File: config.mk
export PLATFORM = sky130hd
export DESIGN_NAME = walk_request_arbiter_flat
export DESIGN_NICKNAME = d
export VERILOG_FILES = /design/src/rtl/walk_pkg.sv /design/src/rtl/walk_request_arbiter_if.sv /design/src/rtl/walk_ch_latch.sv /design/src/rtl/walk_request_arbiter.sv /design/src/flat_wrapper.sv
export SDC_FILE = /design/constraint.sdc
export NUM_CORES = 1
export LEC_CHECK = 0
export CAP_MARGIN = 20
export CORE_ASPECT_RATIO = 1.2
export CORE_MARGIN = 8
export CORE_UTILIZATION = 55
export CTS_BUF_LIST = sky130_fd_sc_hd__clkbuf_8 sky130_fd_sc_hd__clkbuf_16
export DETAILED_ROUTE_END_ITERATION = 16
export PLACE_DENSITY = 0.79
export SLEW_MARGIN = 30
export SYNTH_ARGS = -nofsm -noshare
export SYNTH_HDL_FRONTEND = slang
export SYNTH_HIERARCHICAL = 1
export SYNTH_SLANG_ARGS = --single-unit
File: constraint.sdc
create_clock -name clk -period 2.4 [get_ports clk]
set_input_delay 0.48 -clock clk [delete_from_list [all_inputs] [get_ports clk]]
set_output_delay 0.48 -clock clk [all_outputs]
set_load 0.005 [all_outputs]
File: src/rtl/walk_pkg.sv
// ============================================================================
// Module      : walk_pkg
// Description : Shared FSM state type and channel-index width helper for the
//               walk-request arbiter.
// Revision    : 1.0 - initial release
// ============================================================================
`default_nettype none

package walk_pkg;

    typedef enum logic [0:0] {
        IDLE  = 1'b0,
        OFFER = 1'b1
    } state_t;

    // A single channel still needs a 1-bit index so grant_ch never collapses.
    function automatic int calc_ch_w(input int n);
        return (n <= 2) ? 1 : $clog2(n);
    endfunction

endpackage

`default_nettype wire

File: src/rtl/walk_request_arbiter_if.sv
// ============================================================================
// Module      : walk_request_arbiter_if
// Description : Request/clear/grant bundle between the light sequencer
//               (master) and the walk-request arbiter (slave).
// Revision    : 1.0 - initial release
// ============================================================================
`default_nettype none

interface walk_request_arbiter_if
    import walk_pkg::*;
#(
    parameter int NUM_CH = 2,
    parameter int CH_W   = calc_ch_w(NUM_CH)
) ();

    logic [NUM_CH-1:0] req_sync;
    logic              clr_all;
    logic [NUM_CH-1:0] clr_ch;
    logic              grant_ack;
    logic [NUM_CH-1:0] pending;
    logic              any_pending;
    logic              grant_valid;
    logic [CH_W-1:0]   grant_ch;
    logic [NUM_CH-1:0] starve;

    modport master (
        output req_sync, clr_all, clr_ch, grant_ack,
        input  pending, any_pending, grant_valid, grant_ch, starve
    );

    modport slave (
        input  req_sync, clr_all, clr_ch, grant_ack,
        output pending, any_pending, grant_valid, grant_ch, starve
    );

endinterface

`default_nettype wire

File: src/rtl/walk_ch_latch.sv
// ============================================================================
// Module      : walk_ch_latch
// Description : One walk channel: button edge detect, pending flop, saturating
//               wait counter and registered starvation flag.
// Revision    : 1.0 - initial release
// ============================================================================
`default_nettype none

module walk_ch_latch #(
    parameter int EDGE_MODE = 1,
    parameter int WAIT_W    = 8,
    parameter int MAX_WAIT  = 200
) (
    input  logic clk,
    input  logic g_reset,
    input  logic req_sync,
    input  logic clr_all,
    input  logic clr_ch,
    input  logic ack_clr,
    output logic pending,
    output logic starve
);

    logic              r_req_prev;
    logic              r_pending;
    logic              r_starve;
    logic [WAIT_W-1:0] r_wait;
    logic              w_set;

    assign w_set = (EDGE_MODE != 0) ? (req_sync & ~r_req_prev) : req_sync;

    // req_prev resets high so a button held through reset must be re-pressed.
    always_ff @(posedge clk or negedge g_reset) begin
        if (!g_reset) begin
            r_req_prev <= 1'b1;
            r_pending  <= 1'b0;
            r_wait     <= '0;
            r_starve   <= 1'b0;
        end else begin
            r_req_prev <= req_sync;

            if (clr_all || clr_ch) begin
                r_pending <= 1'b0;
            end else if (w_set) begin
                r_pending <= 1'b1;
            end else if (ack_clr) begin
                r_pending <= 1'b0;
            end

            if (!r_pending) begin
                r_wait <= '0;
            end else if (r_wait != {WAIT_W{1'b1}}) begin
                r_wait <= r_wait + 1'b1;
            end

            // Gating with pending drops starve one edge after service.
            r_starve <= r_pending && (r_wait >= WAIT_W'(MAX_WAIT));
        end
    end

    assign pending = r_pending;
    assign starve  = r_starve;

endmodule

`default_nettype wire

File: src/rtl/walk_request_arbiter.sv
// ============================================================================
// Module      : walk_request_arbiter
// Description : Latches pedestrian walk requests and offers them one at a time
//               to the light sequencer with round-robin fairness.
// Revision    : 1.0 - initial release
// ============================================================================
`default_nettype none

module walk_request_arbiter
    import walk_pkg::*;
#(
    parameter int NUM_CH    = 2,
    parameter int EDGE_MODE = 1,
    parameter int WAIT_W    = 8,
    parameter int MAX_WAIT  = 200
) (
    input  logic                   clk,
    input  logic                   g_reset,
    walk_request_arbiter_if.slave  bus
);

    localparam int CH_W = calc_ch_w(NUM_CH);

    state_t            r_state;
    logic              r_grant_valid;
    logic [CH_W-1:0]   r_grant_ch;
    logic [CH_W-1:0]   r_last_grant;
    logic [NUM_CH-1:0] w_pending;
    logic [NUM_CH-1:0] w_starve;
    logic [NUM_CH-1:0] w_ack_clr;
    logic [CH_W-1:0]   w_idx;
    logic [CH_W-1:0]   w_pick;
    logic              w_found;

    for (genvar gi = 0; gi < NUM_CH; gi++) begin : g_ch
        assign w_ack_clr[gi] = r_grant_valid & bus.grant_ack & (r_grant_ch == CH_W'(gi));

        walk_ch_latch #(
            .EDGE_MODE (EDGE_MODE),
            .WAIT_W    (WAIT_W),
            .MAX_WAIT  (MAX_WAIT)
        ) u_latch (
            .clk      (clk),
            .g_reset  (g_reset),
            .req_sync (bus.req_sync[gi]),
            .clr_all  (bus.clr_all),
            .clr_ch   (bus.clr_ch[gi]),
            .ack_clr  (w_ack_clr[gi]),
            .pending  (w_pending[gi]),
            .starve   (w_starve[gi])
        );
    end

    // Scan starts just after the last served channel and wraps around.
    always_comb begin
        w_idx   = '0;
        w_pick  = '0;
        w_found = 1'b0;
        for (int off = 1; off <= NUM_CH; off++) begin
            w_idx = CH_W'((int'(r_last_grant) + off) % NUM_CH);
            if (!w_found && w_pending[w_idx]) begin
                w_found = 1'b1;
                w_pick  = w_idx;
            end
        end
    end

    always_ff @(posedge clk or negedge g_reset) begin
        if (!g_reset) begin
            r_state       <= IDLE;
            r_grant_valid <= 1'b0;
            r_grant_ch    <= '0;
            r_last_grant  <= CH_W'(NUM_CH - 1);
        end else begin
            case (r_state)
                IDLE: begin
                    if (w_found) begin
                        r_grant_ch    <= w_pick;
                        r_grant_valid <= 1'b1;
                        r_state       <= OFFER;
                    end
                end
                OFFER: begin
                    if (bus.grant_ack) begin
                        r_grant_valid <= 1'b0;
                        r_last_grant  <= r_grant_ch;
                        r_state       <= IDLE;
                    end else if (bus.clr_all || bus.clr_ch[r_grant_ch]) begin
                        r_grant_valid <= 1'b0;
                        r_state       <= IDLE;
                    end
                end
                default: begin
                    r_grant_valid <= 1'b0;
                    r_state       <= IDLE;
                end
            endcase
        end
    end

    assign bus.pending     = w_pending;
    assign bus.any_pending = |w_pending;
    assign bus.starve      = w_starve;
    assign bus.grant_valid = r_grant_valid;
    assign bus.grant_ch    = r_grant_ch;

endmodule

`default_nettype wire

File: src/flat_wrapper.sv
// flat-port wrapper written by rule: the top's interface ports become plain ports
module walk_request_arbiter_flat import walk_pkg::*;
#(
    parameter int NUM_CH    = 2,
    parameter int EDGE_MODE = 1,
    parameter int WAIT_W    = 8,
    parameter int MAX_WAIT  = 200
)
  (clk, g_reset, bus_req_sync, bus_clr_all, bus_clr_ch, bus_grant_ack, bus_pending, bus_any_pending, bus_grant_valid, bus_grant_ch, bus_starve);
  walk_request_arbiter_if #(.NUM_CH(NUM_CH)) bus_i ();
  input  logic clk;
  input  logic g_reset;
  input wire logic [$bits(bus_i.req_sync)-1:0] bus_req_sync;
  input wire logic [$bits(bus_i.clr_all)-1:0] bus_clr_all;
  input wire logic [$bits(bus_i.clr_ch)-1:0] bus_clr_ch;
  input wire logic [$bits(bus_i.grant_ack)-1:0] bus_grant_ack;
  output wire logic [$bits(bus_i.pending)-1:0] bus_pending;
  output wire logic [$bits(bus_i.any_pending)-1:0] bus_any_pending;
  output wire logic [$bits(bus_i.grant_valid)-1:0] bus_grant_valid;
  output wire logic [$bits(bus_i.grant_ch)-1:0] bus_grant_ch;
  output wire logic [$bits(bus_i.starve)-1:0] bus_starve;
  assign bus_i.req_sync = bus_req_sync;
  assign bus_i.clr_all = bus_clr_all;
  assign bus_i.clr_ch = bus_clr_ch;
  assign bus_i.grant_ack = bus_grant_ack;
  assign bus_pending = bus_i.pending;
  assign bus_any_pending = bus_i.any_pending;
  assign bus_grant_valid = bus_i.grant_valid;
  assign bus_grant_ch = bus_i.grant_ch;
  assign bus_starve = bus_i.starve;
  walk_request_arbiter #(.NUM_CH(NUM_CH), .EDGE_MODE(EDGE_MODE), .WAIT_W(WAIT_W), .MAX_WAIT(MAX_WAIT)) u_core (.clk(clk), .g_reset(g_reset), .bus(bus_i));
endmodule
Word level (Yosys, flattened, before mapping)
Index checks and enable logic that the tools add are counted.

word-level totals
  register bits = 26
  bits of input ports = 8
  output and inout port bits = 7
  word-level logic and storage cells = 77

operators by class
  $add $sub $neg = 4
  magnitude comparators = 5
  eq/ne operators = 6
  mux-type cells = 28
  bitwise gates (word level) = 9
  reductions and logical operators = 13

operator list
  operator                                                    number
  2-to-1 mux 8 bit                                            4
  2-to-1 mux 1 bit                                            22
  adder 8 x 1 -> 8 bit, second input constant                 2
  >= comparator 8 bit, second input constant                  2
  inequality test 8 bit, second input constant                2
  less-than comparator 1 x 2 -> 1 bit, second input constant  3
  inequality test 2 x 1 -> 1 bit, second input constant       3
  AND reduction 2 bit                                         3
  nonzero test 3 bit                                          2
  bitwise AND 1 bit                                           5
  inverter 1 bit                                              4
  case mux 1 bit (2 select lines)                             2
  logical AND 1 bit                                           3
  logical OR 1 bit                                            3
  inequality test 3 bit, second input constant                1
  adder 1 bit, second input constant                          2
  OR reduction 2 bit                                          1
  logical NOT 1 bit                                           1

Logic depth before layout (Yosys ltp)
Gate-level depths: netlist of the first run.

  word-level depth = 9
  depth in mapped cells = 4
  depth with buffers taken out = 4

Hierarchy
Netlist of the first run, hierarchy kept.

by module, submodules not included
  module                                   instances  cells an instance  area an instance (um2)  seq. area each (um2)
  walk_ch_latch at u_core.g_ch[0].u_latch  1          57                 566.8                   276.5
  walk_ch_latch at u_core.g_ch[1].u_latch  1          58                 565.5                   276.5
  walk_request_arbiter                     1          18                 210.2                   101.3

Worst setup path before layout of the first run
Ideal clock, no wire load.

  path kind = flip-flop to flip-flop
  from = reg u_core.g_ch[0].u_latch.r_wait[0]
  to = reg u_core.g_ch[0].u_latch.r_wait[5]
  library setup time = 0.079 ns
  arrival time = 1.271 ns
  required time = 2.321 ns
  path slack = 1.049 ns
  stages on the path, launching flop included = 5
  path buffers = 0
  period minus slack after synthesis = 1.351 ns
  path through = dfrtp_1 -> ha_1 -> and3_1 -> a211oi_2 -> mux2i_1

between the ends
  longest elaborated chain between the ends = 3
  elaborated cells on any way between the ends = 5
  those cells by class = add/sub: 1; eq/ne: 2; mux: 2

ends and longest elaborated chain
  what                    RTL line             RTL
  start, declared         walk_ch_latch.sv:27  logic [WAIT_W-1:0] r_wait;
  start signal, assigned  walk_ch_latch.sv:53  r_wait <= r_wait + 1'b1;
  adder 8 x 1 -> 8 bit    walk_ch_latch.sv:53
  2-to-1 mux 8 bit        walk_ch_latch.sv:52  end else if (r_wait != {WAIT_W{1'b1}}) begin
  2-to-1 mux 8 bit        walk_ch_latch.sv:50  if (!r_pending) begin

Several ways; a longest one is shown, not always the timed one. The select of a mux whose other input is x is not followed.
A chain may end at the register's enable or synchronous reset.

Final worst setup path of the first run
  from = reg u_core.g_ch[1].u_latch.r_pending
  to = out bus_any_pending

between the ends
  longest elaborated chain between the ends = 1

ends and longest elaborated chain
  what                    RTL line                     RTL
  start, declared         walk_ch_latch.sv:25          logic r_pending;
  start signal, assigned  walk_ch_latch.sv:36          r_pending <= 1'b0;
  start signal, assigned  walk_ch_latch.sv:43          r_pending <= 1'b0;
  start signal, assigned  walk_ch_latch.sv:45          r_pending <= 1'b1;
  OR reduction 2 bit      walk_request_arbiter.sv:102  assign bus.any_pending = |w_pending;
  end, declared           flat_wrapper.sv:18           output wire logic [$bits(bus_i.any_pending)-1:0] bus_any_pending;

No other way between the ends.

==> impl_metrics.yaml, run 1 <==
global_routing:
  grt_pass1_wl_mm: 4.52
  track_usage_pct: 13.3
  grt-ovfl-total: 0
  grt_use_met3_pct: 2.75
  grt_antenna_before_repair: 0
  grt.busiest_layer: "met2"
  grt_util_met1_pct: 16.0
  use_met2_pct: 21.8
  grt_pass1_vias: 1060
  grt_max_degree: 27
placed_design:
  port_buffers: 14
  dp_hpwl_mm: 1.96
  gp_congestion: 0.876
layout:
  register_area_um2: 654
  final_cell_mix: "dfrtp_1, clkdlybuf4s50_1, nand2_1"
  final_nets: 163
  fin_util_pct: 68.0
  multi_input_area_um2: 636
  fillers: 182
  drive_above_1_share_pct: 11.3
  antenna_cells: 0
  final_common_cell: "dfrtp_1"
  syn_to_final_growth_pct: 16.9
synth:
  synth_edf_count: 0
  syn_inst: 133
  syn_area_um2: 1340
  syn_nets: 145
  synth-seq-cells: 26
  yosys_most_used_dff: "dfrtp_1"
  netlist-cell-type-count: 31
  ys_warn_count: 6
  syn_area_per_cell_um2: 10.1
  seq_area_frac_synth_pct: 48.7
  async_reset_ff_share_pct: 100
timing:
  drv_slew: 0
  setup_viol: 0
  tightest_slew_ps: 327
  finalHoldViolations: 0
  period_share_pct: 84.7
  max-slew-margin-rel_pct: 78.2
  fmax_mhz: 492
  rsz0062_at_grt: "false"
  fin_skew_ps: 5.16
  period_minus_slack_ps: 2030
  finalSetupTns_ps: 0
floorplan:
  fp.dieArea_um2: 4280
  coreArea_um2: 2310
  die_y_um: 70.1
  ioPinCount: 15
  start_util_pct: 58.2
  die_x_um: 61.1
  rows: 19
clock_tree:
  cts_made_buffers: 3
  postCtsHoldBufs: 0
  cts_buffer_depth: 2
  ctsResizeCount: 0
  cts_setup_buffers: 0
  cts_root_buffer: "clkbuf_8"
  cts-htree-levels: 1
  cts_tree: "done"
  clk_pin_slew_ps: 90
  clk-insertion-delay-late_ps: 260
  numClockSinks: 26
power_and_ir_drop:
  p_clk_share_pct: 28.7
  internal_power_uw: 725
  switchingPower_uw: 235
  ir_worst_vdd_uv: 487
  p_per_area_nw_per_um2: 612
  switching_share_pct: 24.5
  comb_power_share_pct: 16.2
  power_frac_seq_pct: 55.2
  p_leak_nw: 0.622
critical_path:
  cp-start-kind: "flip-flop"
  crit_start: "u_core/g_ch[1].u_latch/pending"
  worstSetupPathType: "reg2out"
  cp_data_arrival_time_ps: 1550
  crit_required_ps: 1920
  crit_fanout: 10
  cp-end-kind: "primary output"
  r2r_start: "u_core/g_ch[0].u_latch/r_wait[0]"
  r2r_setup_slack_ps: 870
detailed_routing:
  totalWireLength_mm: 2.69
  route.vias.total: 1110
  post-route-drc-count: 0
  first_iter_violations: 71
  drt-wirelength-per-cell_um: 14.9
  ant_nets: 0
  first_pass_iters: 4
  vias_per_cell: 6.13
worst_hold_path:
  worstHoldStart: "u_core/bus.grant_valid"
  hp-class: "reg2reg"
run_status:
  outcome: "finished, final reports clean"
job:
  cap_violations: 0
==> power groups by stage <==
| stage | Sequential [mW] | Clock (mW) | Combinational (mW) |
|---|---|---|---|
| global placement | 0.535 | 0 | 0.152 |
| floorplan | 0.529 | 0 | 0.0817 |
| global route | 0.534 | 0.302 | 0.169 |
| detailed placement | 0.538 | 0 | 0.157 |
| CTS | 0.530 | 0.287 | 0.157 |
| finish | 0.530 | 0.275 | 0.155 |
==> through the flow <==
stage / worst slack, ps / total power [mW] / instances / area (um^2) / hold WS, ps
5_1_grt: 277 / 1.00 / 181 / 1570 / 583
6_report: 367 / 0.960 / 181 / 1570 / 570
2_1_floorplan: 1050 / 0.610 / 133 / 1340 / 184
3_3_place_gp: 672 / 0.687 / 177 / 1510 / 529
3_5_place_dp: 657 / 0.695 / 177 / 1510 / 542
4_1_cts: 344 / 0.974 / 181 / 1570 / 563
==> cell usage after synthesis, types with 3 or more instances <==
master | number | area share (%)
nor3_1 | 6 | 2.2
nand3_1 | 10 | 3.7
a21oi_1 | 8 | 3.0
nor2_1 | 5 | 1.4
a31oi_1 | 6 | 2.8
inv_1 | 10 | 2.8
ha_1 | 4 | 3.7
o21ai_0 | 7 | 2.6
dfrtp_1 | 23 | 43
dfstp_2 | 3 | 5.9
nor3b_1 | 4 | 2.2
a211oi_2 | 4 | 3.7
and3_1 | 3 | 1.4
o21bai_1 | 3 | 1.7
nand4_1 | 4 | 1.9
nand2_1 | 12 | 3.4
==> routing by layer <==
metal / wire length [um] / vias to the layer above
li1: - / 530
met1: 1180 / 543
met2: 1380 / 35
met3: 112 / 2
met4: 20 / 0
met5: 0 / -
==> worst paths after layout <==
kind | to | cells past startpoint
max | bus_any_pending | 2
min | u_core/bus.grant_valid | 1
max reg2reg | u_core/g_ch[0].u_latch/r_wait[5] | 4
min reg2reg | u_core/bus.grant_valid | 1
max in group asynchronous | u_core/r_last_grant | 2
min in group asynchronous | u_core/g_ch[1].u_latch/r_wait[5] | 2
==> state kept, by name, summed over array words and instances, names as in the netlist <==
name and cells:
u_core/bus.grant_valid 1, u_core/r_state 1, u_core/r_last_grant 1, u_core/g_ch.u_latch/r_req_prev 2, u_core/g_ch.u_latch/r_wait 16, u_core/g_ch.u_latch/starve 2
u_core/bus.grant_ch 1, u_core/g_ch.u_latch/pending 2
==> cell families (layout without fill, tap and decap cells) <==
logic type | count (synthesis) | after routing | share of synthesized area (%)
muxes | 4 | 4 | 3.45
buffers and inverters | 12 | 29 | 3.91
and+or+nand+nor | 51 | 51 | 20.4
AOI/OAI and AO/OA | 36 | 36 | 19.8
adders and majority gates | 4 | 4 | 3.73
DFF | 26 | 26 | 48.7
==> final cells by class <==
class / instances / share of cell area (%)
clock buffer: 4 / 3.51
tap: 31 / 2.47
multi-input combinational: 95 / 40.5
inverter: 10 / 2.39
timing repair buffer: 15 / 9.41
sequential: 26 / 41.7
==> critical path, cell delays in order (launching register included) <==
cell             delay, ps
dfrtp_1                480
or2_2                  360
clkdlybuf4s50_1        450
No activity file was read; power rests on OpenSTA's default activity.
==> run 2, diff against run 1 <==
--- a/config.mk
+++ b/config.mk
@@ -8,10 +8,10 @@
 export CAP_MARGIN = 20
 export CORE_ASPECT_RATIO = 1.2
 export CORE_MARGIN = 8
-export CORE_UTILIZATION = 55
+export CORE_UTILIZATION = 54
 export CTS_BUF_LIST = sky130_fd_sc_hd__clkbuf_8 sky130_fd_sc_hd__clkbuf_16
 export DETAILED_ROUTE_END_ITERATION = 16
-export PLACE_DENSITY = 0.79
+export PLACE_DENSITY = 0.78
 export SLEW_MARGIN = 30
 export SYNTH_ARGS = -nofsm -noshare
 export SYNTH_HDL_FRONTEND = slang
==> constraint.sdc (replaced) <==
create_clock -name clk -period 2.1 [get_ports clk]
set_input_delay 0.42 -clock clk [delete_from_list [all_inputs] [get_ports clk]]
set_output_delay 0.42 -clock clk [all_outputs]
set_load 0.005 [all_outputs]
==> impl_metrics.yaml, run 2 (synthesis results as in run 1) <==
run_status:
  outcome: "finished, final reports clean"
critical_path:
  crit_fanout: 11
  crit_required_ps: 1680
  cp_data_arrival_time_ps: 1540
  critical_path.max_stage_delay_ps: 480
  slowest_stage: "dfrtp_1"
  cpLargestDelayFamily: "flip-flops"
  path_buf_inv: 1
  cp-end-kind: "primary output"
  path_cells: "or2_2 -> clkdlybuf4s50_1"
  worstSetupPathType: "reg2out"
  cp-start-kind: "flip-flop"
detailed_routing:
  first_iter_violations: 43
  drt-wirelength-per-cell_um: 14.8
  ant_nets: 0
  totalWireLength_mm: 2.72
  vias_per_cell: 5.93
  post-route-drc-count: 0
  first_pass_iters: 4
  route.vias.total: 1092
clock_tree:
  cts_root_buffer: "clkbuf_8"
  ctsResizeCount: 0
  cts_buffer_depth: 2
  cts_made_buffers: 3
  cts-htree-levels: 1
  cts_tree: "done"
  cts_setup_buffers: 0
  postCtsHoldBufs: 0
  clk-insertion-delay-late_ps: 260
  numClockSinks: 26
  clk_pin_slew_ps: 80
timing:
  finalHoldViolations: 0
  setup_slack_ps: 143
  rsz0062_at_grt: "false"
  max-slew-margin-rel_pct: 78.8
  tightest_slew_ps: 318
  period_share_pct: 93.2
  drv_slew: 0
  finalSetupTns_ps: 0
  setup_viol: 0
  fin_skew_ps: 0.935
  fmax_mhz: 511
  period_minus_slack_ps: 1960
global_routing:
  grt_antenna_before_repair: 0
  grt_pass1_vias: 1027
  grt_max_degree: 27
  grt_pass1_wl_mm: 4.48
  grt-ovfl-total: 0
  track_usage_pct: 13.1
power_and_ir_drop:
  p_per_area_nw_per_um2: 692
  p_leak_nw: 0.627
  power_frac_seq_pct: 55.3
  switching_share_pct: 24.1
  internal_power_uw: 830
  ir_worst_vdd_uv: 462
  switchingPower_uw: 263
  comb_power_share_pct: 16.4
  p_clk_share_pct: 28.2
layout:
  fillers: 225
  multi_input_area_um2: 636
  largest_register_ffs: 16
  drive_above_1_share_pct: 11.9
  antenna_cells: 0
  regMostFlops: "u_core/g_ch.u_latch/r_wait"
  final_cell_mix: "dfrtp_1, clkdlybuf4s50_1, nand2_1"
  register_area_um2: 654
  syn_to_final_growth_pct: 17.6
  final_common_cell: "dfrtp_1"
  final_nets: 164
floorplan:
  rows: 20
  start_util_pct: 54.7
  die_x_um: 61.5
  fp.dieArea_um2: 4340
  ioPinCount: 15
  die_y_um: 70.6
  coreArea_um2: 2450
placed_design:
  dp_hpwl_mm: 2.03
  gp_congestion: 0.857
  post-place-ws_ps: 421
  port_buffers: 14
worst_hold_path:
  hp-class: "in2async"
job:
  cap_violations: 0
[run 2: cell count changes in the layout (fill, tap and decap cells not counted)]
cell,change
buf_4,+1
[run 2: area by class of cell]
type                       count  share of cell area (%)
tap                           33                    2.61
clock buffer                   4                    3.49
timing repair buffer          16                    9.83
sequential                    26                    41.4
inverter                      10                    2.38
multi-input combinational     95                    40.3
[run 2: power groups by stage]
stage	Clock, mW	Combinational, mW	Sequential, mW
5_1_grt	0.342	0.197	0.610
3_3_place_gp	0	0.178	0.610
6_report	0.309	0.180	0.605
4_1_cts	0.324	0.182	0.605
3_5_place_dp	0	0.182	0.614
2_1_floorplan	0	0.0934	0.604
[run 2: metrics by stage]
stage | cell area (um^2) | util (%) | power (mW) | std cells | hold slack, ps
after global placement | 1520 | 62.1 | 0.788 | 180 | 535
after CTS | 1580 | 64.4 | 1.11 | 184 | 530
after floorplan | 1340 | - | 0.697 | 133 | 124
final | 1580 | 64.4 | 1.09 | 184 | 520
after detailed placement | 1520 | 62.1 | 0.796 | 180 | 553
after global routing | 1580 | 64.4 | 1.15 | 184 | 553
[run 2: metal layers]
layer | vias up | track usage, % | share of wire [%]
met5 | - | 0 | 0
met4 | 0 | 5.84 | 1.1
met3 | 4 | 2.36 | 3.2
met2 | 23 | 21.7 | 52
met1 | 534 | 15.6 | 44
li1 | 531 | - | -
[run 2: worst paths after layout]
check | startpoint | end | slack [ps] | depth (start not counted)
max in group asynchronous | g_reset | u_core/g_ch[1].u_latch/r_req_prev | 1290 | 2
hold / removal | g_reset | u_core/g_ch[1].u_latch/r_wait[5] | 520 | 2
hold reg to reg | u_core/bus.grant_valid | u_core/bus.grant_valid | 580 | 1
setup / recovery | u_core/g_ch[0].u_latch/pending | bus_any_pending | 140 | 2
min in group clk | bus_req_sync[0] | u_core/g_ch[0].u_latch/r_req_prev | 580 | 1
setup reg to reg | u_core/g_ch[1].u_latch/r_wait[0] | u_core/g_ch[1].u_latch/r_wait[5] | 590 | 4
